[src/rtl/sync_fifo_fwft.sv]
// sync_fifo_fwft: parametrised single-clock FIFO with occupancy count,
// almost-full/almost-empty thresholds, selectable standard or
// first-word-fall-through read mode, sticky error flags and synchronous flush.
//
// Ports:
//   clk, rst_n      clock (rising edge) and asynchronous active-low reset
//   clear_i         synchronous flush (priority over reads and writes)
//   wr_en_i         write request, write_data_i stored when not full
//   rd_en_i         read request (FWFT=0) / pop of the head word (FWFT=1)
//   read_data_o     read data; read_valid_o qualifies it
//   full_o, empty_o, almost_full_o, almost_empty_o, count_o
//                   status decoded from the registered occupancy count
//   overflow_o, underflow_o
//                   sticky: write while full / read while empty
module sync_fifo_fwft #(
    parameter int WIDTH           = 24,
    parameter int DEPTH           = 16,
    parameter int FWFT            = 0,
    parameter int ALMOST_FULL_TH  = DEPTH - 2,
    parameter int ALMOST_EMPTY_TH = 2
) (
    input  logic                         clk,
    input  logic                         rst_n,
    input  logic                         clear_i,
    input  logic                         wr_en_i,
    input  logic [WIDTH-1:0]             write_data_i,
    input  logic                         rd_en_i,
    output logic [WIDTH-1:0]             read_data_o,
    output logic                         read_valid_o,
    output logic                         full_o,
    output logic                         empty_o,
    output logic                         almost_full_o,
    output logic                         almost_empty_o,
    output logic [$clog2(DEPTH+1)-1:0]   count_o,
    output logic                         overflow_o,
    output logic                         underflow_o
);

    localparam int CW = $clog2(DEPTH + 1);
    localparam int PW = $clog2(DEPTH);

    localparam logic [CW-1:0] DEPTH_C = CW'(DEPTH);
    localparam logic [CW-1:0] AF_C    = CW'(ALMOST_FULL_TH);
    localparam logic [CW-1:0] AE_C    = CW'(ALMOST_EMPTY_TH);
    localparam logic [PW-1:0] LAST_P  = PW'(DEPTH - 1);

    if (WIDTH < 1 || DEPTH < 2) begin : g_bad_geometry
        $error("sync_fifo_fwft: WIDTH must be >= 1 and DEPTH >= 2");
    end
    if (ALMOST_FULL_TH < 1 || ALMOST_FULL_TH > DEPTH) begin : g_bad_af_th
        $error("sync_fifo_fwft: ALMOST_FULL_TH outside 1..DEPTH");
    end
    if (ALMOST_EMPTY_TH < 0 || ALMOST_EMPTY_TH > DEPTH - 1) begin : g_bad_ae_th
        $error("sync_fifo_fwft: ALMOST_EMPTY_TH outside 0..DEPTH-1");
    end

    logic [WIDTH-1:0] mem_q [0:DEPTH-1];
    logic [PW-1:0]    wr_ptr_q, wr_ptr_d;
    logic [PW-1:0]    rd_ptr_q, rd_ptr_d;
    logic [CW-1:0]    count_q, count_d;
    logic [WIDTH-1:0] data_q, data_d;
    logic             valid_q, valid_d;
    logic             ovf_q, ovf_d;
    logic             unf_q, unf_d;
    logic             wr_acc, rd_acc;
    logic             full_w, empty_w;
    logic [WIDTH-1:0] head;

    assign head    = mem_q[rd_ptr_q];
    assign full_w  = (count_q == DEPTH_C);
    assign empty_w = (count_q == '0);

    always_comb begin
        wr_acc   = wr_en_i && !full_w && !clear_i;
        rd_acc   = rd_en_i && !empty_w && !clear_i;
        wr_ptr_d = wr_ptr_q;
        rd_ptr_d = rd_ptr_q;
        count_d  = count_q;
        data_d   = data_q;
        valid_d  = 1'b0;
        ovf_d    = ovf_q;
        unf_d    = unf_q;
        if (clear_i) begin
            wr_ptr_d = '0;
            rd_ptr_d = '0;
            count_d  = '0;
            ovf_d    = 1'b0;
            unf_d    = 1'b0;
            // In fall-through mode the visible head is latched so the
            // output word does not change when the FIFO is flushed.
            if (FWFT != 0 && !empty_w) begin
                data_d = head;
            end
        end else begin
            if (wr_acc) begin
                wr_ptr_d = (wr_ptr_q == LAST_P) ? '0 : wr_ptr_q + PW'(1);
            end
            if (rd_acc) begin
                rd_ptr_d = (rd_ptr_q == LAST_P) ? '0 : rd_ptr_q + PW'(1);
                // Standard mode: registered read data. FWFT mode: the
                // popped word is kept for display while the FIFO is empty.
                data_d   = head;
            end
            valid_d = rd_acc;
            case ({wr_acc, rd_acc})
                2'b10:   count_d = count_q + CW'(1);
                2'b01:   count_d = count_q - CW'(1);
                default: count_d = count_q;
            endcase
            if (wr_en_i && full_w) begin
                ovf_d = 1'b1;
            end
            if (rd_en_i && empty_w) begin
                unf_d = 1'b1;
            end
        end
    end

    always_ff @(posedge clk or negedge rst_n) begin
        if (!rst_n) begin
            wr_ptr_q <= '0;
            rd_ptr_q <= '0;
            count_q  <= '0;
            data_q   <= '0;
            valid_q  <= 1'b0;
            ovf_q    <= 1'b0;
            unf_q    <= 1'b0;
        end else begin
            wr_ptr_q <= wr_ptr_d;
            rd_ptr_q <= rd_ptr_d;
            count_q  <= count_d;
            data_q   <= data_d;
            valid_q  <= valid_d;
            ovf_q    <= ovf_d;
            unf_q    <= unf_d;
        end
    end

    // Storage is not reset.
    always_ff @(posedge clk) begin
        if (wr_acc) begin
            mem_q[wr_ptr_q] <= write_data_i;
        end
    end

    assign read_data_o    = (FWFT != 0 && !empty_w) ? head : data_q;
    assign read_valid_o   = (FWFT != 0) ? !empty_w : valid_q;
    assign full_o         = full_w;
    assign empty_o        = empty_w;
    assign almost_full_o  = (count_q >= AF_C);
    assign almost_empty_o = (count_q <= AE_C);
    assign count_o        = count_q;
    assign overflow_o     = ovf_q;
    assign underflow_o    = unf_q;

endmodule

[config.mk]
export PLATFORM = sky130hd
export DESIGN_NAME = sync_fifo_fwft
export DESIGN_NICKNAME = d
export VERILOG_FILES = /design/src/rtl/sync_fifo_fwft.sv
export SDC_FILE = /design/constraint.sdc
export NUM_CORES = 1
export LEC_CHECK = 0
export ABC_CLOCK_PERIOD_IN_PS = 4200
export CAP_MARGIN = 20
export CORE_MARGIN = 3
export CORE_UTILIZATION = 40
export DETAILED_ROUTE_END_ITERATION = 12
export PLACE_DENSITY = 0.62
export SLEW_MARGIN = 25
export SYNTH_ARGS = -nofsm -noshare
export SYNTH_HDL_FRONTEND = slang
export SYNTH_SLANG_ARGS = --single-unit
export TNS_END_PERCENT = 10
[constraint.sdc]
create_clock -name clk -period 4.2 [get_ports clk]
set_input_delay 1.26 -clock clk [delete_from_list [all_inputs] [get_ports clk]]
set_output_delay 1.26 -clock clk [all_outputs]
set_load 0.03 [all_outputs]
==> results of run 1 <==
## Yosys cell counts, types with 2 or more instances
cell and count:
a22o_1 24, a21oi_1 14, xnor2_1 2, nand2_1 45
ha_1 7, buf_1 3, and2_1 2, nand2b_1 4
dfrtp_1 40, o21ai_0 29, nor2_1 25, buf_2 12
a211oi_1 2, nand3_1 5, nor3_1 7, edfxtp_1 384
clkbuf_1 27, nor2b_1 2, a221oi_1 24, mux4_2 96
xor2_1 4, inv_1 6, buf_4 2
## flip-flops by register name, summed over array words and instances, names as in the netlist
register	count
wr_ptr_q	4
overflow_o	1
read_valid_o	1
read_data_o	24
underflow_o	1
mem_q	384
rd_ptr_q	4
count_o	5
## stage by stage
stage	utilization, %	instances	hold slack [ns]
final	47.70	1445	0.4794
after global routing	47.70	1445	0.5212
after CTS	47.70	1445	0.4840
after detailed placement	44.55	1367	0.4704
after global placement	44.55	1367	0.4668
after floorplan	-	786	0.5557
## area by class of cell
cell class / count / area [sq um]
Multi-Input combinational cell: 311 / 3611
Fill cell: 3210 / 20870
Clock buffer: 53 / 1102
Timing Repair Buffer: 101 / 950.9
Clock inverter: 25 / 157.7
Sequential cell: 424 / 12540
Tap cell: 525 / 656.9
Inverter: 6 / 22.52
## cell families (layout without fill, tap and decap cells)
logic type | Yosys count | count (layout)
DFF | 424 | 424
xor gates and xnor gates | 6 | 6
and+or+nand+nor | 100 | 100
AOI/OAI and AO/OA | 101 | 101
buffers and inverters | 51 | 185
muxes | 97 | 97
adders and majority gates | 7 | 7
## worst paths after layout
check                                start               to  slack, ns  cells past startpoint
min in group asynchronous            rst_n   read_data_o[4]       0.84                      1
min                        read_data_o[18]  read_data_o[18]       0.48                      2
min reg2reg                read_data_o[18]  read_data_o[18]       0.48                      2
max                             count_o[0]           full_o       0.38                      3
max in group asynchronous            rst_n   read_data_o[7]       2.68                      2
max reg2reg                    rd_ptr_q[0]   read_data_o[1]       1.53                      4
## layer usage
| layer | up-vias | track usage [%] |
|---|---|---|
| met5 | - | 0 |
| met4 | 0 | 3.254 |
| met3 | 41 | 3.385 |
| met2 | 245 | 24.39 |
| met1 | 4191 | 24.63 |
| li1 | 3458 | - |
## power by group through the flow
stage          Combinational, mW  Clock [mW]  Sequential [mW]
4_1_cts                     2.23        3.54             5.06
3_3_place_gp                2.22           0             5.14
5_1_grt                     2.35        3.71             5.09
6_report                    2.18        3.46             5.05
2_1_floorplan               1.30           0             5.26
3_5_place_dp                2.23           0             5.14
## critical path: stages (launching register included)
cell and delay, ns:
dfrtp_1 0.50, or4_4 0.64, nor2_1 0.20, clkdlybuf4s50_1 0.71
==> results.json, run 1 <==
{
  "p_sw_mw": 2.920,
  "cts_tree": "done",
  "finalSetupViolations": 0,
  "grt_max_degree": 50,
  "synthXorXnorAreaFrac_pct": 0.3235,
  "finalSetupTns_ns": 0,
  "ctsHoldBuffers": 0,
  "crit_path_end_kind": "output port",
  "core.rowCount": 73,
  "dieArea_sq_um": 43060,
  "grt_util_all_layers_pct": 16.14,
  "cts_buffers": 42,
  "detail-route-antenna-nets": 0,
  "routed_wl_mm": 34.55,
  "pwr-share-clk_pct": 32.3,
  "stdcell_area_sq_um": 19040,
  "syn_nets": 822,
  "period_share_pct": 91.04,
  "antenna_found_initial": 0,
  "placed_area_sq_um": 17780,
  "routedLengthMet1_mm": 15.59,
  "required_ns": 2.94,
  "htree_levels": 2,
  "grt_pass1_wl_mm": 52.83,
  "cp_max_fo": 10,
  "synthMuxAreaShare_pct": 13.37,
  "synth_area_leaders": "edfxtp_1 (71%), mux4_2 (13%), dfrtp_1 (6.2%)",
  "finalPower_mw": 10.69,
  "drt_iter0_markers": 743,
  "syn_inst": 786,
  "slew_headroom_pct": 42.32,
  "path_clk_slew_ns": 0.06,
  "leakagePower_nw": 6.054,
  "top_layer": "met4",
  "io_buffers": 64,
  "grt_setup_unrepaired": "false",
  "diodes": 0,
  "synth.cell_area_sq_um": 16240,
  "cts_setup_buffers": 0,
  "synth_compound_area_share_pct": 4.452,
  "final_cell_mix": "edfxtp_1 (384), mux4_2 (96), clkdlybuf4s50_1 (63)",
  "synth_top_area_share_pct": 70.99,
  "avgSynthCellArea_sq_um": 20.67,
  "fmax_mhz": 261.5,
  "area_growth_syn_to_layout_pct": 17.22,
  "worst_setup_path_start_kind": "register",
  "wl_met2_mm": 16.08,
  "synth_cell_type_count": 43,
  "synthArstFlopShare_pct": 9.434,
  "cts.sinks": 424,
  "layout_setup_ws_ns": 0.3763,
  "timing.final.crit_period_ns": 3.824,
  "clock_skew_ns": 0.02904,
  "power.density_nw_per_um2": 561.5,
  "met3_length_mm": 2.383,
  "hold_class": "register to register",
  "wl_per_cell_microns": 23.91,
  "core_area_sq_um": 39910,
  "vias_per_cell": 5.491,
  "crit_type": "register to output port",
  "p_int_mw": 7.771,
  "slew_viol_final": 0,
  "ys_ff_latch": 424,
  "grt_pass1_vias": 8022,
  "synth_edf_count": 384,
  "cp.arrival_ns": 2.56,
  "post-place-ws_ns": 0.4703,
  "ir_drop_v": 0.0003102,
  "grt-ovfl-total": 0,
  "status": "completed",
  "synthFlopType": "edfxtp_1",
  "vias": 7935,
  "pwr-share-seq_pct": 47.2,
  "worst_pin_slew_ns": 0.8652,
  "initial_utilization_pct": 40.70,
  "clockRootBuffer": "clkbuf_16",
  "power_frac_comb_pct": 20.4,
  "synth-simple-area-share_pct": 2.804,
  "hold_viol": 0,
  "synth_top_family_by_area": "multiplexers",
  "hpwl_mm": 21.26,
  "ios": 65,
  "die_h_microns": 207.5,
  "clockBufferDepth": 3,
  "nNetsFinal": 922,
  "cap_viol_max_count": 0,
  "firstDrtPassIters": 5,
  "yosysTopAreaCell": "edfxtp_1",
  "clock_latency_ns": 0.55,
  "place.gp.congestion": 0.7956,
  "ys_seq_area_share_pct": 77.15,
  "sw_frac_of_total_pct": 27.31,
  "yosysWarningCount": 0,
  "drc": 0,
  "synthAdderAreaFrac_pct": 0.5392,
  "drive_above_1_share_pct": 23.70,
  "cts-resized-gates": 0,
  "layout_commonest_cell": "edfxtp_1",
  "die_w_microns": 207.5
}
No activity file was read; power rests on OpenSTA's default activity.
==> run 2: changes to the inputs <==
- CORE_UTILIZATION: 40 -> 30
- PLACE_DENSITY: 0.62 -> default
- PLACE_DENSITY_LB_ADDON: default -> 0.12
==> run 2 against run 1 <==
Against the previous run:
- global-route usage shrank 2.0 points
- die area up 32%
- flip-flop and latch count is the same
- routed wire length is 15% higher
- register-to-register slack hardly changed
==> results.json, run 2 (synthesis results as in run 1) <==
{
  "seqCellArea_sq_um": 12540,
  "cts_setup_buffers": 0,
  "die_w_microns": 238.7,
  "htree_levels": 2,
  "nFillCells": 4896,
  "cts_tree": "done",
  "min_from": "read_data_o[16]",
  "power.density_nw_per_um2": 584.3,
  "routed_wl_mm": 39.57,
  "area_growth_syn_to_layout_pct": 20.98,
  "final_cell_mix": "edfxtp_1 (384), mux4_2 (96), clkdlybuf4s50_1 (63)",
  "antenna_found_initial": 3,
  "detail-route-antenna-nets": 0,
  "ios": 65,
  "grt_pass1_vias": 8448,
  "worst_setup_path_start_kind": "register",
  "cts_buffers": 48,
  "post-place-ws_ns": 0.4840,
  "multi_input_area_sq_um": 3611,
  "layout_setup_ws_ns": 0.2951,
  "stdcell_area_sq_um": 19650,
  "ctsHoldBuffers": 0,
  "layout_commonest_cell": "edfxtp_1",
  "clock_latency_ns": 0.58,
  "top_layer": "met4",
  "rrSetupSlack_ns": 1.52,
  "vias": 7938,
  "vias_per_cell": 4.894,
  "grt_pass1_wl_mm": 58.79,
  "hold_viol": 0,
  "grt_setup_unrepaired": "false",
  "cp_cell_sequence": "or4_4, nor2_1, clkdlybuf4s50_1",
  "fmax_mhz": 256.1,
  "firstDrtPassIters": 5,
  "place.gp.congestion": 0.7221,
  "path_clk_slew_ns": 0.06,
  "routedLengthMet1_mm": 18.51,
  "period_share_pct": 92.97,
  "hold_class": "register to register",
  "finalSetupViolations": 0,
  "wl_per_cell_microns": 24.40,
  "drc": 0,
  "timing.rr.start": "rd_ptr_q[0]",
  "grt_util_all_layers_pct": 14.17,
  "met3_length_mm": 1.760,
  "slew_viol_final": 0,
  "crit_family": "simple AND/OR/NAND/NOR gates",
  "placed_area_sq_um": 18050,
  "wl_met2_mm": 18.45,
  "initial_utilization_pct": 30.61,
  "slew_headroom_pct": 44.15,
  "slowest_stage": "clkdlybuf4s50_1",
  "clockBufferDepth": 3,
  "finalSetupTns_ns": 0,
  "top_register": "mem_q",
  "dieArea_sq_um": 56980,
  "whs_endpoint": "read_data_o[16]",
  "die_h_microns": 238.7,
  "nNetsFinal": 929,
  "cpPeakStageDelay_ns": 0.71,
  "clock_skew_ns": 0.01869,
  "drive_above_1_share_pct": 24.97,
  "cap_viol_max_count": 0,
  "cts-resized-gates": 0,
  "timing.final.crit_period_ns": 3.905,
  "drt_iter0_markers": 522,
  "status": "completed",
  "cp_max_fo": 12,
  "crit_path_end_kind": "output port",
  "grt_max_degree": 50,
  "largest_reg_flops": 384,
  "core_area_sq_um": 53080,
  "leakagePower_nw": 6.232,
  "timing.rr.end": "read_data_o[13]",
  "worst_pin_slew_ns": 0.8378,
  "grt-ovfl-total": 0,
  "worst-r2r-cell-count": 4,
  "hpwl_mm": 23.49,
  "crit_cells": 3,
  "required_ns": 2.94,
  "clockRootBuffer": "clkbuf_16",
  "worst-path-buf-inv": 1,
  "io_buffers": 64,
  "hold-path-cell-count": 2,
  "core.rowCount": 84,
  "cp.arrival_ns": 2.64,
  "crit_type": "register to output port",
  "cts.sinks": 424,
  "ir_drop_v": 0.0003083
}
run 2: final cells by class:
cell class,instances,share of cell area [%]
multi-input combinational,311,18.37
timing repair buffer,102,5.195
inverter,6,0.1146
tap,688,4.380
clock inverter,13,0.8913
sequential,424,63.81
antenna,1,0.01273
clock buffer,77,7.226
run 2: through the flow:
stage / total power, mW / hold slack [ns] / utilization [%] / instances
5_1_grt: 12.02 / 0.5104 / 37.02 / 1621
2_1_floorplan: 6.560 / 0.5557 / - / 786
6_report: 11.48 / 0.4774 / 37.03 / 1622
3_3_place_gp: 7.453 / 0.4665 / 34.02 / 1531
3_5_place_dp: 7.460 / 0.4723 / 34.02 / 1531
4_1_cts: 11.71 / 0.4862 / 37.02 / 1621
run 2: how the worst max path moves through the flow:
| stage | slack, ns | endpoint | start |
|---|---|---|---|
| after floorplan | 0.1 | mem_q[3][0] | wr_en_i |
| after global placement | 0.51 | mem_q[2][1] | wr_en_i |
| after detailed placement | 0.48 | mem_q[3][1] | wr_en_i |
| after CTS | 0.25 | full_o | count_o[1] |
| after global routing | 0.19 | full_o | count_o[1] |
| final | 0.30 | full_o | count_o[1] |
run 2: worst reg2reg max path, delay by kind of cell, from the launching register on:
family / cells / cell delay (ns)
compound gates: 3 / 1.02
mux: 1 / 0.65
flops: 1 / 0.87
run 2: power by group:
group	internal, mW	leakage, nW	switching (mW)	total, mW
Combinational	1.05	1.48	1.18	2.24
Clock	2.51	0.777	1.67	4.18
Sequential	4.82	3.97	0.248	5.06
Total	8.38	6.23	3.11	11.5
run 2: layer usage:
layer  vias to the layer above  global-route usage (%)
met5                         -                       0
met4                         0                   3.867
met3                        58                   2.769
met2                       170                   22.07
met1                      4235                   20.43
li1                       3475                       -
==> run 3: changes to the inputs <==
- CELL_PAD_IN_SITES_DETAIL_PLACEMENT: default -> 0
- CELL_PAD_IN_SITES_GLOBAL_PLACEMENT: default -> 1
- HOLD_SLACK_MARGIN: default -> 0.12
- SLEW_MARGIN: 25 -> 20
==> run 3 against run 2 <==
Against the previous run:
- flip-flop and latch count stayed put
- sequential power hardly changed
- fmax increased by 0.51%
- via count up 0.11%
- non-clock buffer count grew 2
- utilization down 0.50 points
- worst setup slack improved by 0.020 ns
- critical path depth unchanged
- critical path type unchanged
- critical endpoint unchanged
- highest routed layer unchanged
==> results.json, run 3 (synthesis results as in run 1) <==
{
  "nNetsFinal": 930,
  "worst_setup_path_start_kind": "register",
  "vias": 7947,
  "timing.rr.start": "count_o[1]",
  "grt_pass1_vias": 8652,
  "period_share_pct": 92.50,
  "fin_cells": 1619,
  "crit_path_end_kind": "output port",
  "grt-ovfl-total": 0,
  "routed_wl_mm": 38.52,
  "fmax_mhz": 257.4,
  "placedCellCount": 1533,
  "clock_skew_ns": 0.01909,
  "fin_hold_ws_ns": 0.4800,
  "hpwl_mm": 22.17,
  "hold_class": "register to register",
  "die_h_microns": 238.7,
  "crit_end": "full_o",
  "top_register": "mem_q",
  "antenna_found_initial": 0,
  "io_buffers": 64,
  "clock_latency_ns": 0.57,
  "die_w_microns": 238.7,
  "hold_viol": 0,
  "ctsHoldBuffers": 0,
  "busiest_layer": "met2",
  "finish.utilization_pct": 36.53,
  "layout_setup_ws_ns": 0.3150,
  "cts.sinks": 424,
  "cts_tree": "done",
  "dieArea_sq_um": 56980,
  "firstDrtPassIters": 6,
  "worst-r2r-cell-count": 11,
  "power.density_nw_per_um2": 570.7,
  "finalPower_mw": 11.06,
  "clockRootBuffer": "clkbuf_16",
  "path_clk_slew_ns": 0.06,
  "seqCellArea_sq_um": 12540,
  "cap_viol_max_count": 0,
  "worst_pin_slew_ns": 0.8509,
  "cp-startpoint": "count_o[1]",
  "finalSetupViolations": 0,
  "cts_setup_buffers": 0,
  "diodes": 0,
  "ir_drop_v": 0.0002429,
  "htree_levels": 2,
  "placed_area_sq_um": 17960,
  "place.gp.congestion": 0.7375,
  "grt_setup_unrepaired": "false",
  "ios": 65,
  "cp_max_fo": 12,
  "final_cell_mix": "edfxtp_1 (384), mux4_2 (96), clkdlybuf4s50_1 (63)",
  "wl_per_cell_microns": 23.79,
  "cts_buffers": 47,
  "vias_per_cell": 4.909,
  "gr-usage-met2_pct": 22.16,
  "slew_viol_final": 0,
  "crit_type": "register to output port",
  "grtUsageMet3_pct": 2.204,
  "required_ns": 2.94,
  "detail-route-antenna-nets": 0,
  "cp.arrival_ns": 2.62,
  "initial_utilization_pct": 30.61,
  "nFillCells": 4798,
  "drive_above_1_share_pct": 24.27,
  "layout_commonest_cell": "edfxtp_1",
  "drc": 0,
  "largest_reg_flops": 384,
  "status": "completed",
  "leakagePower_nw": 6.146,
  "core.rowCount": 84,
  "drt_iter0_markers": 530,
  "core_area_sq_um": 53080,
  "grt_util_all_layers_pct": 13.79,
  "slew_headroom_pct": 43.28,
  "grt_use_met1_pct": 19.14,
  "area_growth_syn_to_layout_pct": 19.36,
  "timing.final.crit_period_ns": 3.885,
  "finalSetupTns_ns": 0,
  "multi_input_area_sq_um": 3572,
  "rrSetupSlack_ns": 1.48,
  "stdcell_area_sq_um": 19390,
  "grt_pass1_wl_mm": 57.48,
  "clockBufferDepth": 3,
  "cts-resized-gates": 0,
  "post-place-ws_ns": 0.4760,
  "timing.rr.end": "count_o[4]",
  "grt_max_degree": 50
}
## run 3: how the worst min path moves through the flow
stage	start	to	slack (ns)	cells after the start
floorplan	wr_ptr_q[1]	wr_ptr_q[1]	0.56	2
global placement	read_data_o[7]	read_data_o[7]	0.47	2
detailed placement	read_data_o[0]	read_data_o[0]	0.47	2
CTS	read_data_o[0]	read_data_o[0]	0.49	2
global route	read_data_o[22]	read_data_o[22]	0.51	2
finish	read_data_o[0]	read_data_o[0]	0.48	2
## run 3: report_power, final
| part | total (mW) | switching (mW) | internal [mW] | leakage [nW] |
|---|---|---|---|---|
| Sequential | 5.04 | 0.224 | 4.82 | 3.97 |
| Combinational | 2.18 | 1.17 | 1.01 | 1.48 |
| Clock | 3.84 | 1.60 | 2.24 | 0.698 |
## run 3: layout make-up
type | count | share of cell area (%)
Clock buffer | 58 | 6.279
Clock inverter | 28 | 1.110
Inverter | 6 | 0.1162
Multi-Input combinational cell | 311 | 18.42
Sequential cell | 424 | 64.67
Tap cell | 688 | 4.440
Timing Repair Buffer | 104 | 4.956
## run 3: routing by layer
layer | wire length [microns] | up-vias | part of all wire (%)
met5 | 0 | - | 0
met1 | 17390 | 4233 | 45
met4 | 1041 | 0 | 2.7
met2 | 18340 | 171 | 48
met3 | 1749 | 60 | 4.5
li1 | - | 3483 | -
## run 3: worst max-delay path: stages (launching register included)
cell and delay, ns:
dfrtp_1 0.52, or4_4 0.62, nor2_1 0.21, clkdlybuf4s50_1 0.71
